**src/rtl/fetch_ctrl.sv**
```systemverilog
// fetch_ctrl: fetch PC owner, single-outstanding imem requester, redirect arbiter.
// Optional trap/mret redirect ports: define FETCH_CTRL_TRAP_EN.
`default_nettype none

`ifndef DATA_WIDTH
`define DATA_WIDTH 32
`endif

module fetch_ctrl #(
  parameter logic [`DATA_WIDTH-1:0] RESET_VAL = 32'h8000_0000
) (
  input  logic                   clk,
  input  logic                   rst,
  input  logic                   br_valid_i,
  input  logic [`DATA_WIDTH-1:0] br_target_i,
`ifdef FETCH_CTRL_TRAP_EN
  input  logic                   trap_valid_i,
  input  logic [`DATA_WIDTH-1:0] trap_target_i,
  input  logic                   mret_valid_i,
  input  logic [`DATA_WIDTH-1:0] mret_target_i,
`endif
  input  logic                   stall_i,
  output logic                   imem_req_valid_o,
  output logic [`DATA_WIDTH-1:0] imem_req_addr_o,
  input  logic                   imem_req_ready_i,
  input  logic                   imem_rsp_valid_i,
  input  logic [`DATA_WIDTH-1:0] imem_rsp_data_i,
  output logic                   inst_valid_o,
  output logic [`DATA_WIDTH-1:0] inst_o,
  output logic [`DATA_WIDTH-1:0] inst_pc_o,
  output logic [`DATA_WIDTH-1:0] pc_o
);

  typedef enum logic [1:0] {
    S_REQ  = 2'd0,
    S_WAIT = 2'd1,
    S_OUT  = 2'd2,
    S_DROP = 2'd3
  } state_t;

  state_t                   state_q, state_d;
  logic [`DATA_WIDTH-1:0]   pc_q, pc_d;
  logic [`DATA_WIDTH-1:0]   req_pc_q, req_pc_d;
  logic [`DATA_WIDTH-1:0]   inst_q, inst_d;
  logic [`DATA_WIDTH-1:0]   inst_pc_q, inst_pc_d;
  logic                     inst_valid_q, inst_valid_d;

  logic                     redir;
  logic [`DATA_WIDTH-1:0]   redir_target;

`ifdef FETCH_CTRL_TRAP_EN
  assign redir        = trap_valid_i | mret_valid_i | br_valid_i;
  assign redir_target = trap_valid_i ? trap_target_i :
                        mret_valid_i ? mret_target_i : br_target_i;
`else
  assign redir        = br_valid_i;
  assign redir_target = br_target_i;
`endif

  always_ff @(posedge clk) begin
    if (rst) begin
      state_q      <= S_REQ;
      pc_q         <= RESET_VAL;
      req_pc_q     <= '0;
      inst_q       <= '0;
      inst_pc_q    <= '0;
      inst_valid_q <= 1'b0;
    end else begin
      state_q      <= state_d;
      pc_q         <= pc_d;
      req_pc_q     <= req_pc_d;
      inst_q       <= inst_d;
      inst_pc_q    <= inst_pc_d;
      inst_valid_q <= inst_valid_d;
    end
  end

  always_comb begin
    state_d      = state_q;
    pc_d         = pc_q;
    req_pc_d     = req_pc_q;
    inst_d       = inst_q;
    inst_pc_d    = inst_pc_q;
    inst_valid_d = inst_valid_q;

    unique case (state_q)
      S_REQ: begin
        if (imem_req_ready_i) begin
          if (redir) begin
            state_d = S_DROP;
          end else begin
            req_pc_d = pc_q;
            pc_d     = pc_q + `DATA_WIDTH'(4);
            state_d  = S_WAIT;
          end
        end
      end
      S_WAIT: begin
        if (imem_rsp_valid_i) begin
          if (redir) begin
            state_d = S_REQ;
          end else begin
            inst_d       = imem_rsp_data_i;
            inst_pc_d    = req_pc_q;
            inst_valid_d = 1'b1;
            state_d      = S_OUT;
          end
        end else if (redir) begin
          state_d = S_DROP;
        end
      end
      S_OUT: begin
        // A redirect flushes the held instruction instead of handing it over.
        if (redir || !stall_i) begin
          inst_valid_d = 1'b0;
          state_d      = S_REQ;
        end
      end
      S_DROP: begin
        if (imem_rsp_valid_i) begin
          state_d = S_REQ;
        end
      end
      default: state_d = S_REQ;
    endcase

    // Redirect target overrides every other pc update.
    if (redir) begin
      pc_d = redir_target;
    end
  end

  assign imem_req_valid_o = (state_q == S_REQ) && !rst;
  assign imem_req_addr_o  = pc_q;
  assign inst_valid_o     = inst_valid_q;
  assign inst_o           = inst_q;
  assign inst_pc_o        = inst_pc_q;
  assign pc_o             = pc_q;

endmodule

`default_nettype wire
```
**config.mk**
```make
export PLATFORM = sky130hd
export DESIGN_NAME = fetch_ctrl
export DESIGN_NICKNAME = d
export VERILOG_FILES = /design/src/rtl/fetch_ctrl.sv
export SDC_FILE = /design/constraint.sdc
export NUM_CORES = 1
export LEC_CHECK = 0
export ABC_AREA = 1
export CAP_MARGIN = 20
export CORE_MARGIN = 2
export CORE_UTILIZATION = 46
export CTS_CLUSTER_SIZE = 20
export DETAILED_ROUTE_END_ITERATION = 10
export PLACE_DENSITY = 0.8
export SLEW_MARGIN = 20
export SYNTH_ARGS = -nofsm -noshare
export SYNTH_HDL_FRONTEND = slang
export SYNTH_SLANG_ARGS = --single-unit
```
**constraint.sdc**
```tcl
create_clock -name clk -period 2.2 [get_ports clk]
set_clock_uncertainty 0.2 [all_clocks]
set_input_delay 0.22 -clock clk [delete_from_list [all_inputs] [get_ports clk]]
set_output_delay 0.22 -clock clk [all_outputs]
set_load 0.02 [all_outputs]
```
Word-level counts from Yosys, hierarchy flattened
Index checks and enable logic that the tools add are counted.
W data, S select, Z words.
- input bits: 70
- output and inout port bits: 130
- logic and storage cells: 45
- bits in registers: 131
- $add $sub $neg: 1
- eq/ne operators: 9
- mux-type cells: 15
- reduce and logical (&&, ||, !) cells: 13
- bitwise gates (word level): 1
- operators by type and width (kind ; count):
    $mux W32 ; 3
    $add A32 B3 Y32 const B ; 1
    $mux W2 ; 7
    $ne A2 B2 Y1 const B ; 5
    $pmux W2 S4 ; 1
    $reduce_and A4 Y1 ; 2
    $reduce_and A3 Y1 ; 2
    $reduce_bool A2 Y1 ; 3
    $eq A2 B2 Y1 const B ; 2
    $mux W1 ; 3
    $ne A3 B3 Y1 const B ; 1
    $eq A2 B1 Y1 const B ; 1
    $logic_not A1 Y1 ; 2
    $logic_not A2 Y1 ; 1
    $pmux W1 S2 ; 1
    $reduce_and A2 Y1 ; 1
    $logic_and A1 B1 Y1 ; 1
    $logic_or A1 B1 Y1 ; 1
    $not A1 Y1 ; 1

Depth between registers and ports, before layout
Gate-level depths: netlist of the first run.
- depth in word-level cells: 4
- mapped depth: 12
- depth with buffers taken out: 12

Least setup slack after synthesis of the first run
Ideal clock, no wire load.
- path type: register to register
- start point: reg pc_q[3] (netlist: imem_req_addr_o[3])
- end point: reg pc_q[24] (netlist: imem_req_addr_o[24])
- required time: 1891 ps
- period minus slack after synthesis: 1827 ps
- setup time: 109 ps
- arrival: 1518 ps
- cell stages (with the launch flop): 13
- slack: 373 ps
- buffers on the path: 0
- cell sequence: dfxtp_1 ha_1 nand2_1 nor2_4 nand2_2 nor2_8 nand2_2 clkinv_1 nand2_1 nand2_1 nand3b_1 nand2_1 inv_1
- word-level cells in the longest chain between the ends: 4
- RTL lines (element ; RTL line ; text):
    start, declared ; 42 ; logic [`DATA_WIDTH-1:0] pc_q, pc_d;
    start signal, assigned ; 70 ; pc_q <= pc_d;
    $add A32 B3 Y32 ; 93 ; pc_d = pc_q + `DATA_WIDTH'(4);
    $mux W32 ; 88 ; if (imem_req_ready_i) begin
    $mux W32 ; 86 ; unique case (state_q)
    $mux W32 ; 128 ; if (redir) begin
Every way passes these cells. The select of a mux whose other input is x is not followed.
A chain may end at the register's enable or synchronous reset.

Final worst setup path of the first run
- start point: reg pc_q[14] (netlist: imem_req_addr_o[14])
- end point: out pc_o[14]
- RTL lines (element ; RTL line ; text):
    end, declared ; 31 ; output logic [`DATA_WIDTH-1:0] pc_o
No word-level cell between the ends.

==> results of run 1 <==
-- cells by family (layout without fill, tap and decap cells) --
logic type,Yosys count,in the layout,share of synthesized area (%)
buffers and inverters,146,328,12.4
flip-flops,131,131,43.8
adder cells (fa/ha/maj),1,1,0.209
AO/OA/AOI/OAI,190,190,17.1
AND/OR/NAND/NOR,347,347,25.8
XOR/XNOR,5,5,0.732
-- worst paths after layout --
| check | startpoint | to | slack, ns | cells after the start |
|---|---|---|---|---|
| worst min-delay path | br_target_i[10] | imem_req_addr_o[10]$_SDFFE_PP0P_ | 0.18 | 3 |
| worst min register to register | req_pc_q[22]$_SDFFE_PP0P_ | inst_pc_o[22]$_SDFFE_PP0P_ | 0.25 | 2 |
| worst max-delay path | imem_req_addr_o[14]$_SDFFE_PP0P_ | pc_o[14] | 0.08 | 1 |
| worst max register to register | imem_req_addr_o[7]$_SDFFE_PP0P_ | imem_req_addr_o[28]$_SDFFE_PP0P_ | 0.29 | 9 |
-- power by group through the flow --
stage	Combinational, mW	Sequential [mW]	Clock [mW]
floorplan	0.503	2.76	0
global placement	1.06	2.68	0
detailed placement	1.07	2.68	0
CTS	1.08	2.63	2.99
global route	1.16	2.65	3.09
finish	1.08	2.64	2.95
-- cell type report --
cell class | count | area, um^2 | area share (%)
Clock buffer | 19 | 453 | 5.27
Clock inverter | 13 | 173 | 2.01
Inverter | 70 | 263 | 3.06
Multi-Input combinational cell | 543 | 2620 | 30.5
Sequential cell | 131 | 2620 | 30.5
Tap cell | 172 | 215 | 2.51
Timing Repair Buffer | 226 | 2240 | 26.1
-- worst reg2reg max path, delay by kind of cell, from the launching register on --
family	cells	cell delay [ns]
simple gates	8	1.11
flops	1	0.49
buf+inv	1	0.03
-- placed cells by master (no fill, tap or decap), types with 2 or more instances in the layout --
cell	synthesis	final
nand3_1	33	33
nor3_2	3	3
nor2_1	162	162
nand2_1	106	106
inv_6	0	3
o211ai_1	2	2
nor2_4	4	4
dfxtp_1	131	131
a21oi_1	52	52
buf_4	33	23
a211oi_1	4	4
bufinv_16	0	3
clkdlybuf4s50_1	0	199
inv_1	61	60
nor3_1	7	7
clkbuf_8	0	2
o21ai_0	80	80
inv_2	8	9
o21ai_1	36	36
nand2_2	7	7
nor2_2	7	7
a31oi_1	8	8
nor2_8	2	2
nand4_1	8	8
clkbuf_16	0	17
clkinv_4	0	5
a211oi_2	4	4
nand3_4	2	2
buf_12	0	4
xor2_1	4	4
nand3b_1	4	4
-- sequential cells by signal, summed over array words and instances, names as in the netlist --
signal	flops
inst_pc_o	32
inst_valid_o	1
state_q	2
req_pc_q	32
inst_o	32
imem_req_addr_o	32
-- metal layers --
metal	share of wire, %	track usage, %
met1	43	32.8
met2	45	40.6
met3	8.4	6.01
met4	3.7	13.0
met5	0	0
==> results.sh, run 1 <==
export IMPL_nets=1060
export IMPL_postCtsSetupRepairBufs=0
export IMPL_dieArea_um2=13900
export IMPL_p_total_mw=6.67
export IMPL_hpwl_um=12700
export IMPL_switching_power_mw=1.80
export IMPL_diodes=0
export IMPL_cap_violations=0
export IMPL_yosysSeqAreaShare_pct=43.8
export IMPL_yosysWarnings=0
export IMPL_min_path_type="in2reg"
export IMPL_setup_ws_ns=0.0755
export IMPL_tns_ns=0
export IMPL_synthDistinctLibCells=38
export IMPL_p_int_mw=4.87
export IMPL_cts_resized_gates=0
export IMPL_clock_latency_ns=0.42
export IMPL_async_reset_ff_share_pct=0
export IMPL_clock_sinks=131
export IMPL_cp_arrival_ns=1.70
export IMPL_ir_drop_v=0.000529
export IMPL_grt_pass1_vias=5745
export IMPL_crit_family="buffers and inverters"
export IMPL_endpoint_kind="primary output"
export IMPL_status="finished clean"
export IMPL_synthesis_instances=820
export IMPL_cts_max_level=4
export IMPL_io_pins=200
export IMPL_yosys_top_cells_count="162 x nor2_1, 131 x dfxtp_1, 106 x nand2_1, 80 x o21ai_0, 61 x inv_1"
export IMPL_crit_required_ns=1.78
export IMPL_synth_avg_cell_area_um2=7.29
export IMPL_grt_overflow=0
export IMPL_power_leakage_nw=3.33
export IMPL_core_um2=12700
export IMPL_yosysTopAreaCellShare_pct=43.8
export IMPL_syn_nets=891
export IMPL_vias=6080
export IMPL_worst_pin_slew_ns=0.430
export IMPL_drt_iter0_drc=379
export IMPL_synth_edf_count=0
export IMPL_final_layout_size_suffix_gt1_share_pct=9.88
export IMPL_comb_power_share_pct=16.2
export IMPL_fill_cells=1057
export IMPL_cts_root_buf="clkbuf_16"
export IMPL_setup_violations_final=0
export IMPL_synth_top_area_cell="dfxtp_1"
export IMPL_numCtsBuffers=17
export IMPL_syn_to_final_growth_pct=43.6
export IMPL_ys_ff_latch=131
export IMPL_hold_viol=0
export IMPL_start_util_pct=47.2
export IMPL_fp_dieH_um=118
export IMPL_stdcell_count=1174
export IMPL_antenna_found_initial=0
export IMPL_placed_area_um2=7960
export IMPL_fmax_mhz=471
export IMPL_grt_usage_pct=25.7
export IMPL_die_x_um=118
export IMPL_antenna_left=0
export IMPL_pwr_share_clk_pct=44.3
export IMPL_grt_max_degree=56
export IMPL_routed_wl_um=17900
export IMPL_path_buf_inv=1
export IMPL_dpl_cell_count=1142
export IMPL_wl_per_cell_um=15.3
export IMPL_clkTransAtPathRegs_ns=0.06
export IMPL_cp_slowest_cell="clkdlybuf4s50_1"
export IMPL_crit_type="reg2out"
export IMPL_fin_crit_sh_pct=96.6
export IMPL_routed_via_density=5.18
export IMPL_min_period_ns=2.12
export IMPL_fin_hold_ws_ns=0.176
export IMPL_sequentialPowerShare_pct=39.5
export IMPL_cts_tree="done"
export IMPL_final_area_um2=8590
export IMPL_port_buffers=199
export IMPL_powerDensity_nw_per_um2=777
export IMPL_p_sw_share_pct=27.0
export IMPL_synth_area_top_cells="dfxtp_1 44%, nor2_1 10%, o21ai_0 6.7%"
export IMPL_gp_congestion=0.927
export IMPL_cp_max_fo=7
export IMPL_row_count=41
export IMPL_start_kind="flop"
export IMPL_pre_cts_slack_ns=0.175
export IMPL_slowest_delay_ns=0.71
export IMPL_rsz0062_at_grt="false"
export IMPL_grt_pass1_wl_um=28600
export IMPL_finish_utilization_pct=67.8
export IMPL_cts_path_max_buffers=2
export IMPL_syn_area_um2=5980
export IMPL_synthFlopType="dfxtp_1"
export IMPL_drcViolationCount=0
export IMPL_drt_pass1_iterations=4
export IMPL_yosysMostFrequentCell="nor2_1"
export IMPL_path_cells="clkdlybuf4s50_1"
export IMPL_cts_hold_buf=0
export IMPL_slew_headroom_pct=71.3
export IMPL_final_max_slew_viol_count=0
(Power assumes the default switching activity.)
==> run 2: changes to the inputs <==
--- a/config.mk
+++ b/config.mk
@@ -11,7 +11,7 @@
 export CORE_UTILIZATION = 46
 export CTS_CLUSTER_SIZE = 20
 export DETAILED_ROUTE_END_ITERATION = 10
-export PLACE_DENSITY = 0.8
+export PLACE_DENSITY = 0.83
 export SLEW_MARGIN = 20
 export SYNTH_ARGS = -nofsm -noshare
 export SYNTH_HDL_FRONTEND = slang
==> results.sh, run 2 (synthesis gave the netlist of run 1 again) <==
export IMPL_antenna_left=0
export IMPL_min_period_ns=2.15
export IMPL_final_cell_mix="199 x clkdlybuf4s50_1, 162 x nor2_1, 131 x dfxtp_1"
export IMPL_power_leakage_nw=3.31
export IMPL_path_buf_inv=1
export IMPL_dieArea_um2=13900
export IMPL_routed_via_density=5.21
export IMPL_p_total_mw=6.57
export IMPL_io_pins=200
export IMPL_routed_wl_um=18300
export IMPL_setup_violations_final=0
export IMPL_wl_per_cell_um=15.6
export IMPL_vias=6115
export IMPL_drt_pass1_iterations=6
export IMPL_start_kind="flop"
export IMPL_final_common_cell="clkdlybuf4s50_1"
export IMPL_final_max_slew_viol_count=0
export IMPL_worst_pin_slew_ns=0.467
export IMPL_core_um2=12700
export IMPL_final_area_um2=8570
export IMPL_cp_slowest_cell="clkdlybuf4s50_1"
export IMPL_clock_sinks=131
export IMPL_antenna_found_initial=0
export IMPL_gp_congestion=0.943
export IMPL_endpoint_kind="primary output"
export IMPL_fp_dieH_um=118
export IMPL_hold_viol=0
export IMPL_cp_max_fo=9
export IMPL_clkTransAtPathRegs_ns=0.06
export IMPL_drt_iter0_drc=458
export IMPL_pre_cts_slack_ns=0.159
export IMPL_crit_family="buffers and inverters"
export IMPL_port_buffers=199
export IMPL_clock_latency_ns=0.42
export IMPL_status="finished clean"
export IMPL_cap_violations=0
export IMPL_grt_usage_pct=26.1
export IMPL_cts_tree="done"
export IMPL_drcViolationCount=0
export IMPL_start_util_pct=47.2
export IMPL_cts_root_buf="clkbuf_16"
export IMPL_grt_overflow=0
export IMPL_slowest_delay_ns=0.70
export IMPL_cp_arrival_ns=1.73
export IMPL_cts_resized_gates=0
export IMPL_path_cells="clkdlybuf4s50_1"
export IMPL_tns_ns=0
export IMPL_row_count=41
export IMPL_die_x_um=118
export IMPL_numCtsBuffers=17
export IMPL_rsz0062_at_grt="false"
export IMPL_setup_ws_ns=0.0502
export IMPL_crit_type="reg2out"
export IMPL_grt_pass1_vias=5729
export IMPL_slew_headroom_pct=68.8
export IMPL_diodes=0
export IMPL_fmax_mhz=465
export IMPL_cts_hold_buf=0
export IMPL_final_layout_size_suffix_gt1_share_pct=9.58
export IMPL_nets=1060
export IMPL_syn_to_final_growth_pct=43.3
export IMPL_cts_path_max_buffers=2
export IMPL_fin_crit_sh_pct=97.7
export IMPL_postCtsSetupRepairBufs=0
export IMPL_placed_area_um2=7970
export IMPL_hpwl_um=13200
export IMPL_grt_pass1_wl_um=29100
export IMPL_crit_required_ns=1.78
export IMPL_min_path_type="in2reg"
export IMPL_fin_hold_ws_ns=0.169
export IMPL_cts_max_level=4
export IMPL_grt_max_degree=59
export IMPL_ir_drop_v=0.000642
export IMPL_powerDensity_nw_per_um2=766
==> run 2: cell types whose count changed in the layout (fill, tap and decap cells not counted) <==
cell,change
clkbuf_1,+3
clkinv_4,-2
clkbuf_8,-2
buf_4,-1
inv_6,-2
buf_12,+1
clkinvlp_4,+2
clkinv_2,+1
==> run 2: area by class of cell <==
cell class                      count  area [um^2]
Sequential cell                   131         2620
Multi-Input combinational cell    543         2620
Clock inverter                     12          158
Timing Repair Buffer              226         2260
Tap cell                          172          215
Fill cell                        1058         4100
Clock buffer                       20          437
Inverter                           70          263
==> run 2: worst paths after layout <==
| kind | start | endpoint | slack, ns | cells after the start |
|---|---|---|---|---|
| max | imem_req_addr_o[13]$_SDFFE_PP0P_ | imem_req_addr_o[13] | 0.05 | 1 |
| min | br_target_i[10] | imem_req_addr_o[10]$_SDFFE_PP0P_ | 0.17 | 3 |
| max reg2reg | imem_req_addr_o[2]$_SDFFE_PP0P_ | imem_req_addr_o[24]$_SDFFE_PP0P_ | 0.27 | 12 |
| min reg2reg | req_pc_q[15]$_SDFFE_PP0P_ | inst_pc_o[15]$_SDFFE_PP0P_ | 0.26 | 2 |
==> run 2: metrics by stage <==
| step | cells | utilization, % |
|---|---|---|
| after global routing | 1174 | 67.6 |
| final | 1174 | 67.6 |
| after global placement | 1142 | 62.9 |
| after detailed placement | 1142 | 62.9 |
| after CTS | 1174 | 67.6 |
| after floorplan | 820 | - |
==> run 2: layer usage <==
layer | global-route usage [%] | part of all wire (%)
met5 | 0 | 0
met4 | 10.3 | 2.1
met3 | 6.54 | 9.1
met2 | 41.2 | 45
met1 | 34.1 | 43
==> run 2: worst reg2reg max path: stages (launching register included) <==
cell and delay, ns:
dfxtp_1 0.41, ha_1 0.21, nand2_1 0.11, nor2_4 0.14, nand2_2 0.14, nor2_8 0.18
nand2_2 0.08, clkinv_1 0.07, nand2_1 0.06, nand2_1 0.07, nand3b_1 0.07, nand2_1 0.06
inv_1 0.03
==> run 2: report_power, final <==
group	switching (mW)	internal, mW
sequential	0.120	2.51
clock	1.06	1.78
combinational	0.586	0.501
total	1.77	4.80
==> run 3: changes to the inputs <==
--- a/config.mk
+++ b/config.mk
@@ -6,7 +6,7 @@
 export NUM_CORES = 1
 export LEC_CHECK = 0
 export ABC_AREA = 1
-export CAP_MARGIN = 20
+export CAP_MARGIN = 0
 export CORE_MARGIN = 2
 export CORE_UTILIZATION = 46
 export CTS_CLUSTER_SIZE = 20
==> results of run 3 <==
The final DEF is identical to that of run 2; final timing and power are the same.
